File: config.mk
export PLATFORM = sky130hd
export DESIGN_NAME = hazard_scoreboard
export DESIGN_NICKNAME = d
export VERILOG_FILES = /design/src/rtl/hazard_scoreboard.sv
export SDC_FILE = /design/constraint.sdc
export NUM_CORES = 1
export LEC_CHECK = 0
export CORE_UTILIZATION = 24
export DETAILED_ROUTE_END_ITERATION = 10
export RECOVER_POWER = 25
export SLEW_MARGIN = 20
export SYNTH_ARGS = -nofsm -noshare
export SYNTH_HDL_FRONTEND = slang
export SYNTH_SLANG_ARGS = --single-unit
File: constraint.sdc
create_clock -name clk -period 2.95 [get_ports clk]
set_clock_uncertainty 0.05 [all_clocks]
set_input_delay 0.59 -clock clk [delete_from_list [all_inputs] [get_ports clk]]
set_output_delay 0.59 -clock clk [all_outputs]
set_load 0.02 [all_outputs]
File: src/rtl/hazard_scoreboard.sv
// hazard_scoreboard
//
// ID-stage hazard tracker. It keeps a shadow copy of every register write in
// flight after ID (stage 1 = EX ... stage DEPTH), together with one
// multi-cycle (MUL/DIV) unit. From that state it produces one forward-select
// code per read port and a single pipeline stall.
//
// Handshake semantics: there is no valid/ready pair on this block. The ID
// instruction counts as "issued" when id_valid is high and flush is low. An
// issued instruction is consumed at a rising clock edge only if stall and
// hold are both low. While stall is high, ID must present the same
// instruction again. While hold is high, all tracked state is frozen, but
// fwd_sel and stall still follow the current inputs.
//
// Stage entry: {valid, rd[4:0], kind[1:0]}
//   kind 0 = ALU    result can be forwarded from stage 1 onwards
//   kind 1 = LOAD   result can be forwarded from LOAD_STAGE onwards
//   kind 2 = NOFWD  never forwarded (link writes); readers wait for retire
//   kind 3 = reserved, handled exactly like NOFWD
//
// The multi-cycle result is never forwarded. Readers of its destination,
// writers of its destination, and any further multi-cycle issue all stall
// while the unit is busy. Register x0 never produces a data hazard.
//
// 2^SEL_W must be greater than DEPTH so that every stage index fits in one
// forward-select code.

module hazard_scoreboard #(
  parameter int NRD        = 2,
  parameter int DEPTH      = 3,
  parameter int LOAD_STAGE = 2,
  parameter int LAT_W      = 4,
  parameter int SEL_W      = 2
) (
  input  logic                 clk,
  input  logic                 rst_n,
  input  logic                 id_valid,
  input  logic [NRD*5-1:0]     id_rs,
  input  logic [NRD-1:0]       id_rs_used,
  input  logic [4:0]           id_rd,
  input  logic                 id_we,
  input  logic [1:0]           id_kind,
  input  logic                 id_mc,
  input  logic [LAT_W-1:0]     id_mc_lat,
  input  logic                 flush,
  input  logic                 hold,
  output logic [NRD*SEL_W-1:0] fwd_sel,
  output logic                 stall,
  output logic                 mc_busy,
  output logic                 mc_done
);

  localparam logic [1:0] KIND_ALU  = 2'd0;
  localparam logic [1:0] KIND_LOAD = 2'd1;

  // Shadow pipeline. Array index i holds stage i+1.
  logic [DEPTH-1:0] st_valid_q, st_valid_d;
  logic [4:0]       st_rd_q   [DEPTH];
  logic [4:0]       st_rd_d   [DEPTH];
  logic [1:0]       st_kind_q [DEPTH];
  logic [1:0]       st_kind_d [DEPTH];

  // Multi-cycle unit tracking.
  logic             mc_busy_q, mc_busy_d;
  logic [4:0]       mc_rd_q,   mc_rd_d;
  logic [LAT_W-1:0] cnt_q,     cnt_d;
  logic             mc_done_q, mc_done_d;

  // Issue qualification and hazard terms.
  logic           issue;
  logic           ins_valid;
  logic [NRD-1:0] port_haz;
  logic [NRD-1:0] port_mc_raw;
  logic           mc_waw;
  logic [4:0]     rs_p;
  logic           found_p;

  // An issued instruction enters stage 1 only if it really writes a
  // non-zero register through the regular pipeline.
  assign issue     = id_valid & ~flush;
  assign ins_valid = issue & id_we & (id_rd != 5'd0) & ~id_mc;

  // Forward select per port: the youngest matching stage decides alone.
  always_comb begin
    fwd_sel     = '0;
    port_haz    = '0;
    port_mc_raw = '0;
    rs_p        = '0;
    found_p     = 1'b0;
    for (int p = 0; p < NRD; p++) begin
      rs_p    = id_rs[5*p +: 5];
      found_p = 1'b0;
      if (id_rs_used[p] && (rs_p != 5'd0)) begin
        port_mc_raw[p] = (rs_p == mc_rd_q);
        for (int k = 0; k < DEPTH; k++) begin
          if (!found_p && st_valid_q[k] && (st_rd_q[k] == rs_p)) begin
            found_p = 1'b1;
            if (st_kind_q[k] == KIND_ALU) begin
              fwd_sel[SEL_W*p +: SEL_W] = SEL_W'(k + 1);
            end else if ((st_kind_q[k] == KIND_LOAD) && ((k + 1) >= LOAD_STAGE)) begin
              fwd_sel[SEL_W*p +: SEL_W] = SEL_W'(k + 1);
            end else begin
              // Load too young, or a producer that is never forwarded.
              port_haz[p] = 1'b1;
            end
          end
        end
      end
    end
  end

  // Single pipeline stall; flush kills the ID instruction so it never stalls.
  always_comb begin
    mc_waw = id_we & (id_rd != 5'd0) & (id_rd == mc_rd_q);
    stall  = issue & ((|port_haz) |
                      (mc_busy_q & ((|port_mc_raw) | mc_waw | id_mc)));
  end

  // Shadow pipeline next state: freeze on hold, bubble on stall, else shift.
  always_comb begin
    st_valid_d = st_valid_q;
    for (int k = 0; k < DEPTH; k++) begin
      st_rd_d[k]   = st_rd_q[k];
      st_kind_d[k] = st_kind_q[k];
    end
    if (!hold) begin
      for (int k = DEPTH - 1; k > 0; k--) begin
        st_valid_d[k] = st_valid_q[k-1];
        st_rd_d[k]    = st_rd_q[k-1];
        st_kind_d[k]  = st_kind_q[k-1];
      end
      st_valid_d[0] = ins_valid & ~stall;
      st_rd_d[0]    = (ins_valid & ~stall) ? id_rd   : 5'd0;
      st_kind_d[0]  = (ins_valid & ~stall) ? id_kind : 2'd0;
    end
  end

  // Multi-cycle unit next state: countdown, completion pulse, new issue.
  always_comb begin
    mc_busy_d = mc_busy_q;
    mc_rd_d   = mc_rd_q;
    cnt_d     = cnt_q;
    mc_done_d = 1'b0;
    if (!hold) begin
      if (mc_busy_q) begin
        if (cnt_q <= LAT_W'(1)) begin
          mc_busy_d = 1'b0;
          cnt_d     = '0;
          mc_done_d = 1'b1;
        end else begin
          cnt_d = cnt_q - LAT_W'(1);
        end
      end
      // A new issue while busy always stalls, so it cannot collide with
      // the completion above.
      if (issue && id_mc && !stall) begin
        mc_busy_d = 1'b1;
        mc_rd_d   = id_rd;
        cnt_d     = (id_mc_lat == '0) ? LAT_W'(1) : id_mc_lat;
      end
    end
  end

  // State registers with asynchronous active-low reset.
  always_ff @(posedge clk or negedge rst_n) begin
    if (!rst_n) begin
      st_valid_q <= '0;
      for (int k = 0; k < DEPTH; k++) begin
        st_rd_q[k]   <= 5'd0;
        st_kind_q[k] <= 2'd0;
      end
      mc_busy_q <= 1'b0;
      mc_rd_q   <= 5'd0;
      cnt_q     <= '0;
      mc_done_q <= 1'b0;
    end else begin
      st_valid_q <= st_valid_d;
      for (int k = 0; k < DEPTH; k++) begin
        st_rd_q[k]   <= st_rd_d[k];
        st_kind_q[k] <= st_kind_d[k];
      end
      mc_busy_q <= mc_busy_d;
      mc_rd_q   <= mc_rd_d;
      cnt_q     <= cnt_d;
      mc_done_q <= mc_done_d;
    end
  end

  assign mc_busy = mc_busy_q;
  assign mc_done = mc_done_q;

endmodule
# == Yosys cells after proc, flatten, opt, wreduce, memory -nomap -nowiden ==
# Cells that the tools add are included.
# W data, S select, Z words.
# totals
regBits,35
latch_bits,0
mem_bits_rw,0
romBits,0
input_bits,30
output_inout_bits,7
elab_cells,127
mem_count,0
# classes
add_sub_neg,1
n_mul,0
n_div,0
order_cmp,1
n_eq_ne,11
shifts,0
n_mux,56
bitwise_logic,16
n_reduce_logical,31
# ops
op,n
$eq A5 B5 Y1,9
$mux W1,35
$mux W2,16
$mux W4,4
$reduce_bool A5 Y1,3
$logic_and A1 B1 Y1,14
$and A1 B1 Y1,9
$logic_not A2 Y1,3
$logic_not A1 Y1,5
$mux W5,1
$eq A2 B1 Y1 const B,2
$le A4 B1 Y1 const B,1
$logic_not A4 Y1,1
$not A1 Y1,4
$reduce_and A2 Y1,2
$reduce_or A2 Y1,2
$sub A4 B1 Y4 const B,1
$or A1 B1 Y1,3
$reduce_bool A2 Y1,1

# == Longest topological paths before layout ==
# Gate-level depths: netlist of the first run.
# logic_depth
word_depth,21
depth_mapped,9
depth_no_buf,7

# == Least setup slack after synthesis of the first run ==
# No wires, ideal clock.
# synth_path
kind,input to output
from,in id_rs[1]
to,out stall
arrival_ns,2.152
required_time_ns,2.310
setup_slack_ns,0.158
stages,7
n_path_buf,1
path_cell_list,clkbuf_1 -> or4_1 -> o21ai_1 -> or4_1 -> o211ai_1 -> a21oi_2 -> a21oi_1
# synth_via
elab_chain_cells,17
word_cells_on_any_way,33
cone_classes,4 x eq/ne; 13 x mux; 5 x bitwise; 11 x reduce/logical
# synth_lines
item,line_no,rtl
from (decl),38,"input logic [NRD*5-1:0] id_rs,"
$eq A5 B5 Y1,96,if (!found_p && st_valid_q[k] && (st_rd_q[k] == rs_p)) begin
$logic_and A1 B1 Y1,96,
$mux W1,96,
$mux W1,93,if (id_rs_used[p] && (rs_p != 5'd0)) begin
$logic_not A1 Y1,96,
$logic_and A1 B1 Y1 (2 in a row),96,
$mux W1,96,
$mux W1,93,
$logic_not A1 Y1,96,
$logic_and A1 B1 Y1 (2 in a row),96,
$mux W1,96,
$mux W1,93,
$reduce_or A2 Y1,115,stall = issue & ((|port_haz) |
$or A1 B1 Y1 *,115,
$and A1 B1 Y1 *,115,
to (decl),48,"output logic stall,"
# Every way passes the cells marked *; elsewhere a longest branch is shown, timed or not. The select of a mux whose other input is x is not followed.

# == Final worst setup path of the first run ==
# layout_path
from,in id_rs[5]
to,out stall
# The elaborated chain is that of the path after synthesis.

==> results.sh, run 1 <==
export IMPL_status="complete, but fails checks"
export IMPL_violations="capacitance limit, slew limit"
export IMPL_final_max_slew_viol_count=34
export IMPL_tightest_slew_ns=1.82
export IMPL_synth_area_leaders="dfrtp_1 38%, xor2_1 10%, mux2_2 9.4%"
export IMPL_synth_top_area_share=0.382
export IMPL_internal_power_mw=0.964
export IMPL_slowest_stage="nor4_2"
export IMPL_placed_cells=375
export IMPL_track_usage=0.123
export IMPL_post_route_drc_count=0
export IMPL_grtUsageMet1=0.156
export IMPL_synth_cell_types=41
export IMPL_setup_viol=0
export IMPL_dieHeight_um=96.9
export IMPL_crit_type="input pin to output pin"
export IMPL_synthCells=211
export IMPL_cp_required_ns=2.31
export IMPL_wl_per_cell_um=14.6
export IMPL_clkPwrFrac=0.245
export IMPL_nets=308
export IMPL_grt_max_degree=34
export IMPL_cp_top_family="simple AND/OR/NAND/NOR gates"
export IMPL_cp_arrival_ns=2.23
export IMPL_grt_setup_unrepaired="no"
export IMPL_finalInstanceArea_mm2=0.00295
export IMPL_placed_area_mm2=0.00285
export IMPL_die_w_um=96.9
export IMPL_period_minus_slack_ns=2.87
export IMPL_sequentialPowerShare=0.422
export IMPL_yosysSeqAreaShare=0.382
export IMPL_ir_drop_mv=0.159
export IMPL_relSlewSlack=-0.211
export IMPL_vias_per_cell=4.62
export IMPL_instances_no_fill=384
export IMPL_routed_wl_mm=5.62
export IMPL_vias=1775
export IMPL_dieArea_mm2=0.00940
export IMPL_syn_area_mm2=0.00216
export IMPL_clockBufferDepth=2
export IMPL_htreeDepth=2
export IMPL_busiest_layer="met2"
export IMPL_finalWorstSetupSlack_ns=0.0770
export IMPL_detail_route_iter0_violations=68
export IMPL_ys_ff_latch=33
export IMPL_powerDensity_mw_per_mm2=489
export IMPL_antenna_left=0
export IMPL_yosys_warnings=0
export IMPL_switching_share=0.331
export IMPL_start_util=0.248
export IMPL_synthToLayoutAreaGrowth_pct=36.3
export IMPL_p_leak_nw=1.36
export IMPL_clock_latency_ns=0.29
export IMPL_cts_root_buf="clkbuf_8"
export IMPL_hpwl_mm=4.41
export IMPL_cp_max_fo=4
export IMPL_grt_antenna_before_repair=0
export IMPL_drive_gt1_frac=0.308
export IMPL_fin_tns_setup_ns=0
export IMPL_place_ws_ns=-0.748
export IMPL_grt_remaining_overflow=0
export IMPL_diodes=0
export IMPL_synth_top_area_cell="dfrtp_1"
export IMPL_grtUsageMet2=0.210
export IMPL_rrSetupSlack_ns=0.37
export IMPL_first_pass_iters=4
export IMPL_max_cap_viol_count=1
export IMPL_end_kind="output pin"
export IMPL_finalHoldViolations=0
export IMPL_gp_congestion=0.830
export IMPL_path_cells="dlygate4sd2_1 -> xor2_1 -> nor4_2 -> and3_1 -> a311o_1 -> nand2_1 -> a21oi_2 -> buf_4"
export IMPL_clock_fmax_ghz=0.348
export IMPL_critPathLaunchType="input pin"
export IMPL_synth_fp_nets=243
export IMPL_core_area_mm2=0.00872
export IMPL_io_buffers=36
export IMPL_numCtsBuffers=5
export IMPL_hold_worst_slack_ns=0.464
export IMPL_hold_path_class="flip-flop to flip-flop"
export IMPL_switchingPower_mw=0.478
export IMPL_cp_num_buf_inv=2
export IMPL_syn_avg_cell_area_um2=10.3
export IMPL_rows=34
export IMPL_cts_sinks=33
export IMPL_pwr_share_comb=0.333
export IMPL_fin_crit_sh=0.974
export IMPL_cts_tree="built"
export IMPL_met3_usage=0.0282
export IMPL_slowest_delay_ns=0.31
export IMPL_ioPinCount=37
export IMPL_clkTransAtPathRegs_ns=0.07
export IMPL_grt_pass1_vias=1817
export IMPL_grt_pass1_wl_mm=9.20
==> worst reg2reg max path: cells and delay by family (launching register included) <==
family	cells	cell delay, ns
AOI/OAI and AO/OA	3	0.88
and+or+nand+nor	3	0.72
DFF	1	0.45
xor gates and xnor gates	1	0.20
buffers and inverters	1	0.16
==> metrics by stage <==
step / power, mW / utilization
floorplan: 0.912 / -
global placement: 1.08 / 0.326
detailed placement: 1.09 / 0.326
CTS: 1.45 / 0.340
global route: 1.53 / 0.338
finish: 1.44 / 0.338
==> cells in the mapped netlist <==
library cell / count
dfrtp_1: 33
inv_1: 5
o21ai_1: 1
nand2b_1: 3
a2111oi_4: 1
nand3_1: 3
and2_1: 1
buf_2: 3
a41oi_1: 1
a311o_1: 4
and3_1: 9
clkbuf_1: 8
buf_6: 1
o21ai_2: 1
a21oi_2: 1
nor2_1: 10
mux2i_1: 3
xor2_1: 25
buf_1: 1
mux2_2: 18
buf_4: 2
or3_1: 2
a21oi_1: 5
nor4_1: 2
a22o_1: 7
a31o_2: 2
a21o_1: 2
and4_1: 2
nor2b_1: 1
o211ai_1: 2
o21a_1: 2
nor3_1: 12
nand2_1: 5
xnor2_1: 20
nand4_1: 2
ha_1: 2
or4_1: 4
o21ai_0: 2
nand2_4: 1
nand3b_1: 1
or4_4: 1
==> logic make-up (layout without fill, tap and decap cells) <==
family	after synthesis	count (layout)	share of synthesized area
simple gates	59	59	0.154
xor+xnor	45	45	0.182
flops	33	33	0.382
compound gates	31	31	0.119
mux	21	21	0.108
buf+inv	20	85	0.0434
fa+ha+maj	2	2	0.0116
==> final cells by class <==
class	count	area [µm²]
multi-input combinational	158	1290
inverter	5	18.8
timing repair buffer	73	596
clock buffer	7	86.3
fill	905	5770
sequential	33	826
tap	108	135
==> sequential cells by signal, indices dropped and copies added, names as in the netlist <==
signal / count
st_kind_q: 4
mc_done: 1
mc_rd_q: 5
st_valid_q: 3
cnt_q: 4
st_rd_q: 15
mc_busy: 1
==> final timing paths <==
path | cells past startpoint | from | end
setup / recovery | 8 | id_rs[5] | stall
hold / removal | 1 | st_kind_q[4]$_DFFE_PN0N_ | st_kind_q[4]$_DFFE_PN0N_
max in group asynchronous | 2 | rst_n | st_rd_q[13]$_DFFE_PN0N_
min in group asynchronous | 2 | rst_n | st_rd_q[3]$_DFFE_PN0N_
setup reg to reg | 8 | st_rd_q[13]$_DFFE_PN0N_ | cnt_q[2]$_DFFE_PN0P_
hold reg to reg | 1 | st_kind_q[4]$_DFFE_PN0N_ | st_kind_q[4]$_DFFE_PN0N_
==> repair_timing <==
| item | CTS | global route |
|---|---|---|
| gates resized for setup | 41 | 14 |
| endpoints found under the setup margin | 14 | 7 |
| cloned | 0 | 0 |
| setup buffers | 2 | 0 |
| hold buffers | 0 | 0 |
| endpoints found under the hold margin | 0 | 0 |
| pin swaps | 8 | 10 |
==> power by group through the flow <==
stage | clock network (mW) | logic [mW] | registers (mW)
after floorplan | 0 | 0.306 | 0.606
after global placement | 0 | 0.466 | 0.613
after detailed placement | 0 | 0.477 | 0.618
after CTS | 0.359 | 0.484 | 0.609
after global routing | 0.378 | 0.534 | 0.620
final | 0.353 | 0.480 | 0.608
==> cell usage in the layout (no fill, tap or decap), types with 3 or more instances in the layout <==
cell	n
nor3_1	8
mux2i_1	3
and3_1	8
dlygate4sd2_1	6
nand3_1	3
dfrtp_1	33
nand2b_1	3
inv_1	5
a22o_1	7
xnor2_1	20
clkbuf_2	5
nand2_1	5
nor3_2	4
buf_4	36
or4_1	4
clkdlybuf4s50_1	16
mux2_2	18
a311o_1	4
a21oi_1	4
nor2_1	10
clkbuf_8	6
xor2_1	25
==> per-layer routing <==
| metal | share of wire | wire (µm) | vias up |
|---|---|---|---|
| met5 | 0 | 0 | - |
| met4 | 0.010 | 56 | 0 |
| met3 | 0.030 | 171 | 6 |
| met2 | 0.50 | 2810 | 28 |
| met1 | 0.46 | 2580 | 866 |
| li1 | - | - | 875 |
No activity file was read; power rests on OpenSTA's default activity.
==> run 2, diff against run 1 <==
--- a/config.mk
+++ b/config.mk
@@ -5,10 +5,12 @@
 export SDC_FILE = /design/constraint.sdc
 export NUM_CORES = 1
 export LEC_CHECK = 0
-export CORE_UTILIZATION = 24
+export CORE_ASPECT_RATIO = 1.25
+export CORE_UTILIZATION = 53
 export DETAILED_ROUTE_END_ITERATION = 10
+export PLACE_DENSITY = 0.8
 export RECOVER_POWER = 25
-export SLEW_MARGIN = 20
+export SLEW_MARGIN = 10
 export SYNTH_ARGS = -nofsm -noshare
 export SYNTH_HDL_FRONTEND = slang
 export SYNTH_SLANG_ARGS = --single-unit
==> run 2 against run 1 <==
  * The flow still finishes with violations (capacitance limit, slew limit)
  * Hold slack gained 0.014 ns
  * Worst setup slack worse by 0.019 ns
  * Die area decreased by 54%
  * Power increased by 5.0%
  * Non-clock buffer count down 3
  * Sequential cell count unchanged
  * Final cell count down 15%
  * First-iteration DRC count increased by 19%
  * Largest cell class unchanged
  * Largest power group unchanged
==> results.sh, run 2 (same netlist as run 1, synthesis figures left out) <==
export IMPL_grt_remaining_overflow=0
export IMPL_clock_latency_ns=0.29
export IMPL_hold_worst_slack_ns=0.477
export IMPL_wl_per_cell_um=15.2
export IMPL_slowest_delay_ns=0.35
export IMPL_crit_start="id_rs[8]"
export IMPL_ioPinCount=37
export IMPL_htreeDepth=2
export IMPL_dieHeight_um=73.4
export IMPL_critPathLaunchType="input pin"
export IMPL_setup_viol=0
export IMPL_ir_drop_mv=0.459
export IMPL_path_cells="dlygate4sd2_1 -> buf_4 -> xnor2_1 -> and3_1 -> and3_1 -> a311o_1 -> nand2_1 -> a21oi_2 -> buf_4"
export IMPL_clockBufferDepth=2
export IMPL_grt_max_degree=34
export IMPL_grt_antenna_before_repair=0
export IMPL_grt_pass1_vias=1769
export IMPL_crit_type="input pin to output pin"
export IMPL_io_buffers=36
export IMPL_status="complete, but fails checks"
export IMPL_dieArea_mm2=0.00434
export IMPL_fin_crit_sh=0.980
export IMPL_crit_path_end="stall"
export IMPL_instances_no_fill=328
export IMPL_detail_route_iter0_violations=81
export IMPL_slowest_stage="a311o_1"
export IMPL_largest_register_ffs=15
export IMPL_vias=1799
export IMPL_r2r_start="st_rd_q[9]$_DFFE_PN0N_"
export IMPL_placed_area_mm2=0.00275
export IMPL_p_leak_nw=1.35
export IMPL_hold_path_class="flip-flop to flip-flop"
export IMPL_post_route_drc_count=0
export IMPL_cts_sinks=33
export IMPL_die_w_um=59.1
export IMPL_synthToLayoutAreaGrowth_pct=33.0
export IMPL_grt_pass1_wl_mm=8.31
export IMPL_period_minus_slack_ns=2.89
export IMPL_rrSetupSlack_ns=0.34
export IMPL_violations="capacitance limit, slew limit"
export IMPL_tightest_slew_ns=1.78
export IMPL_finalHoldViolations=0
export IMPL_regToRegEndpoint="cnt_q[1]$_DFFE_PN0P_"
export IMPL_final_max_slew_viol_count=34
export IMPL_regMostFlops="st_rd_q"
export IMPL_start_util=0.562
export IMPL_numCtsBuffers=5
export IMPL_final_cell_mix="34 x buf_4, 33 x dfrtp_1, 25 x xor2_1"
export IMPL_finalInstanceArea_mm2=0.00288
export IMPL_ff2ff_path_depth=9
export IMPL_vias_per_cell=5.48
export IMPL_core_area_mm2=0.00385
export IMPL_placed_cells=317
export IMPL_relSlewSlack=-0.189
export IMPL_clkTransAtPathRegs_ns=0.07
export IMPL_track_usage=0.263
export IMPL_max_cap_viol_count=1
export IMPL_drive_gt1_frac=0.310
export IMPL_layout_commonest_cell="buf_4"
export IMPL_gp_congestion=0.850
export IMPL_cp_required_ns=2.31
export IMPL_antenna_left=0
export IMPL_cp_arrival_ns=2.25
export IMPL_cts_tree="built"
export IMPL_powerDensity_mw_per_mm2=527
export IMPL_clock_fmax_ghz=0.346
export IMPL_rows=25
export IMPL_hpwl_mm=3.81
export IMPL_top_regs="st_rd_q (15), mc_rd_q (5)"
export IMPL_diodes=0
export IMPL_first_pass_iters=4
export IMPL_end_kind="output pin"
export IMPL_nets=305
export IMPL_cts_root_buf="clkbuf_8"
export IMPL_routed_wl_mm=5.00
export IMPL_power_total_mw=1.51
export IMPL_cp_max_fo=5
## run 2: cell types whose count changed in the layout (fill, tap and decap cells not counted), sizes merged
| cell | before | now |
|---|---|---|
| clkinv | 0 | 1 |
| clkinvlp | 0 | 1 |
| dlygate4sd2 | 6 | 7 |
| bufinv | 0 | 1 |
| dlygate4sd1 | 1 | 0 |
| buf | 39 | 35 |
| dlymetal6s2s | 1 | 0 |
## run 2: per-layer routing
layer,up-vias,part of all wire,GRT usage
met5,-,0,0
li1,874,-,-
met1,871,0.44,0.330
met4,0,0.026,0.101
met3,11,0.029,0.0440
met2,43,0.51,0.448
## run 2: where the power goes
part	internal, mW	leakage (nW)	total, mW	switching, mW
registers	0.520	0.442	0.611	0.0910
logic	0.253	0.849	0.465	0.212
clock network	0.253	0.0543	0.439	0.186
## run 2: through the flow
step	setup TNS, ns	worst slack, ns	utilization
after floorplan	0	0.158	-
after detailed placement	-7.16	-0.660	0.714
final	0	0.0581	0.748
after global placement	-6.39	-0.651	0.714
after global routing	-0.000659	-0.000659	0.748
after CTS	0	0.00156	0.752
## run 2: area by class of cell
type	instances	area, µm²
fillers	306	971
multi-input cells	158	1290
repair buffers	70	562
clock buffers	5	68.8
flip-flops and latches	33	826
inverters	5	18.8
clock inverters	3	46.3
well taps	54	67.6
## run 2: critical path, delay by kind of cell
family	cells	cell delay (ns)
buffers and inverters	3	0.63
xor gates and xnor gates	1	0.12
AOI/OAI and AO/OA	2	0.42
and+or+nand+nor	3	0.49
## run 2: worst min-delay path by stage
stage	startpoint	to	cells past startpoint
6_report	st_kind_q[1]$_DFFE_PN0N_	st_kind_q[1]$_DFFE_PN0N_	2
5_1_grt	st_valid_q[0]$_DFFE_PN0N_	st_valid_q[0]$_DFFE_PN0N_	1
4_1_cts	st_valid_q[0]$_DFFE_PN0N_	st_valid_q[0]$_DFFE_PN0N_	1
3_5_place_dp	st_kind_q[4]$_DFFE_PN0N_	st_kind_q[4]$_DFFE_PN0N_	1
3_3_place_gp	st_kind_q[4]$_DFFE_PN0N_	st_kind_q[4]$_DFFE_PN0N_	1
2_1_floorplan	rst_n	cnt_q[0]$_DFFE_PN0P_	0
## run 2: what timing repair did
item	in CTS	in global routing
resized for setup	32	23
pin swaps	9	10
setup endpoints to repair	13	5
buffers inserted	3	0
hold buffers	0	0
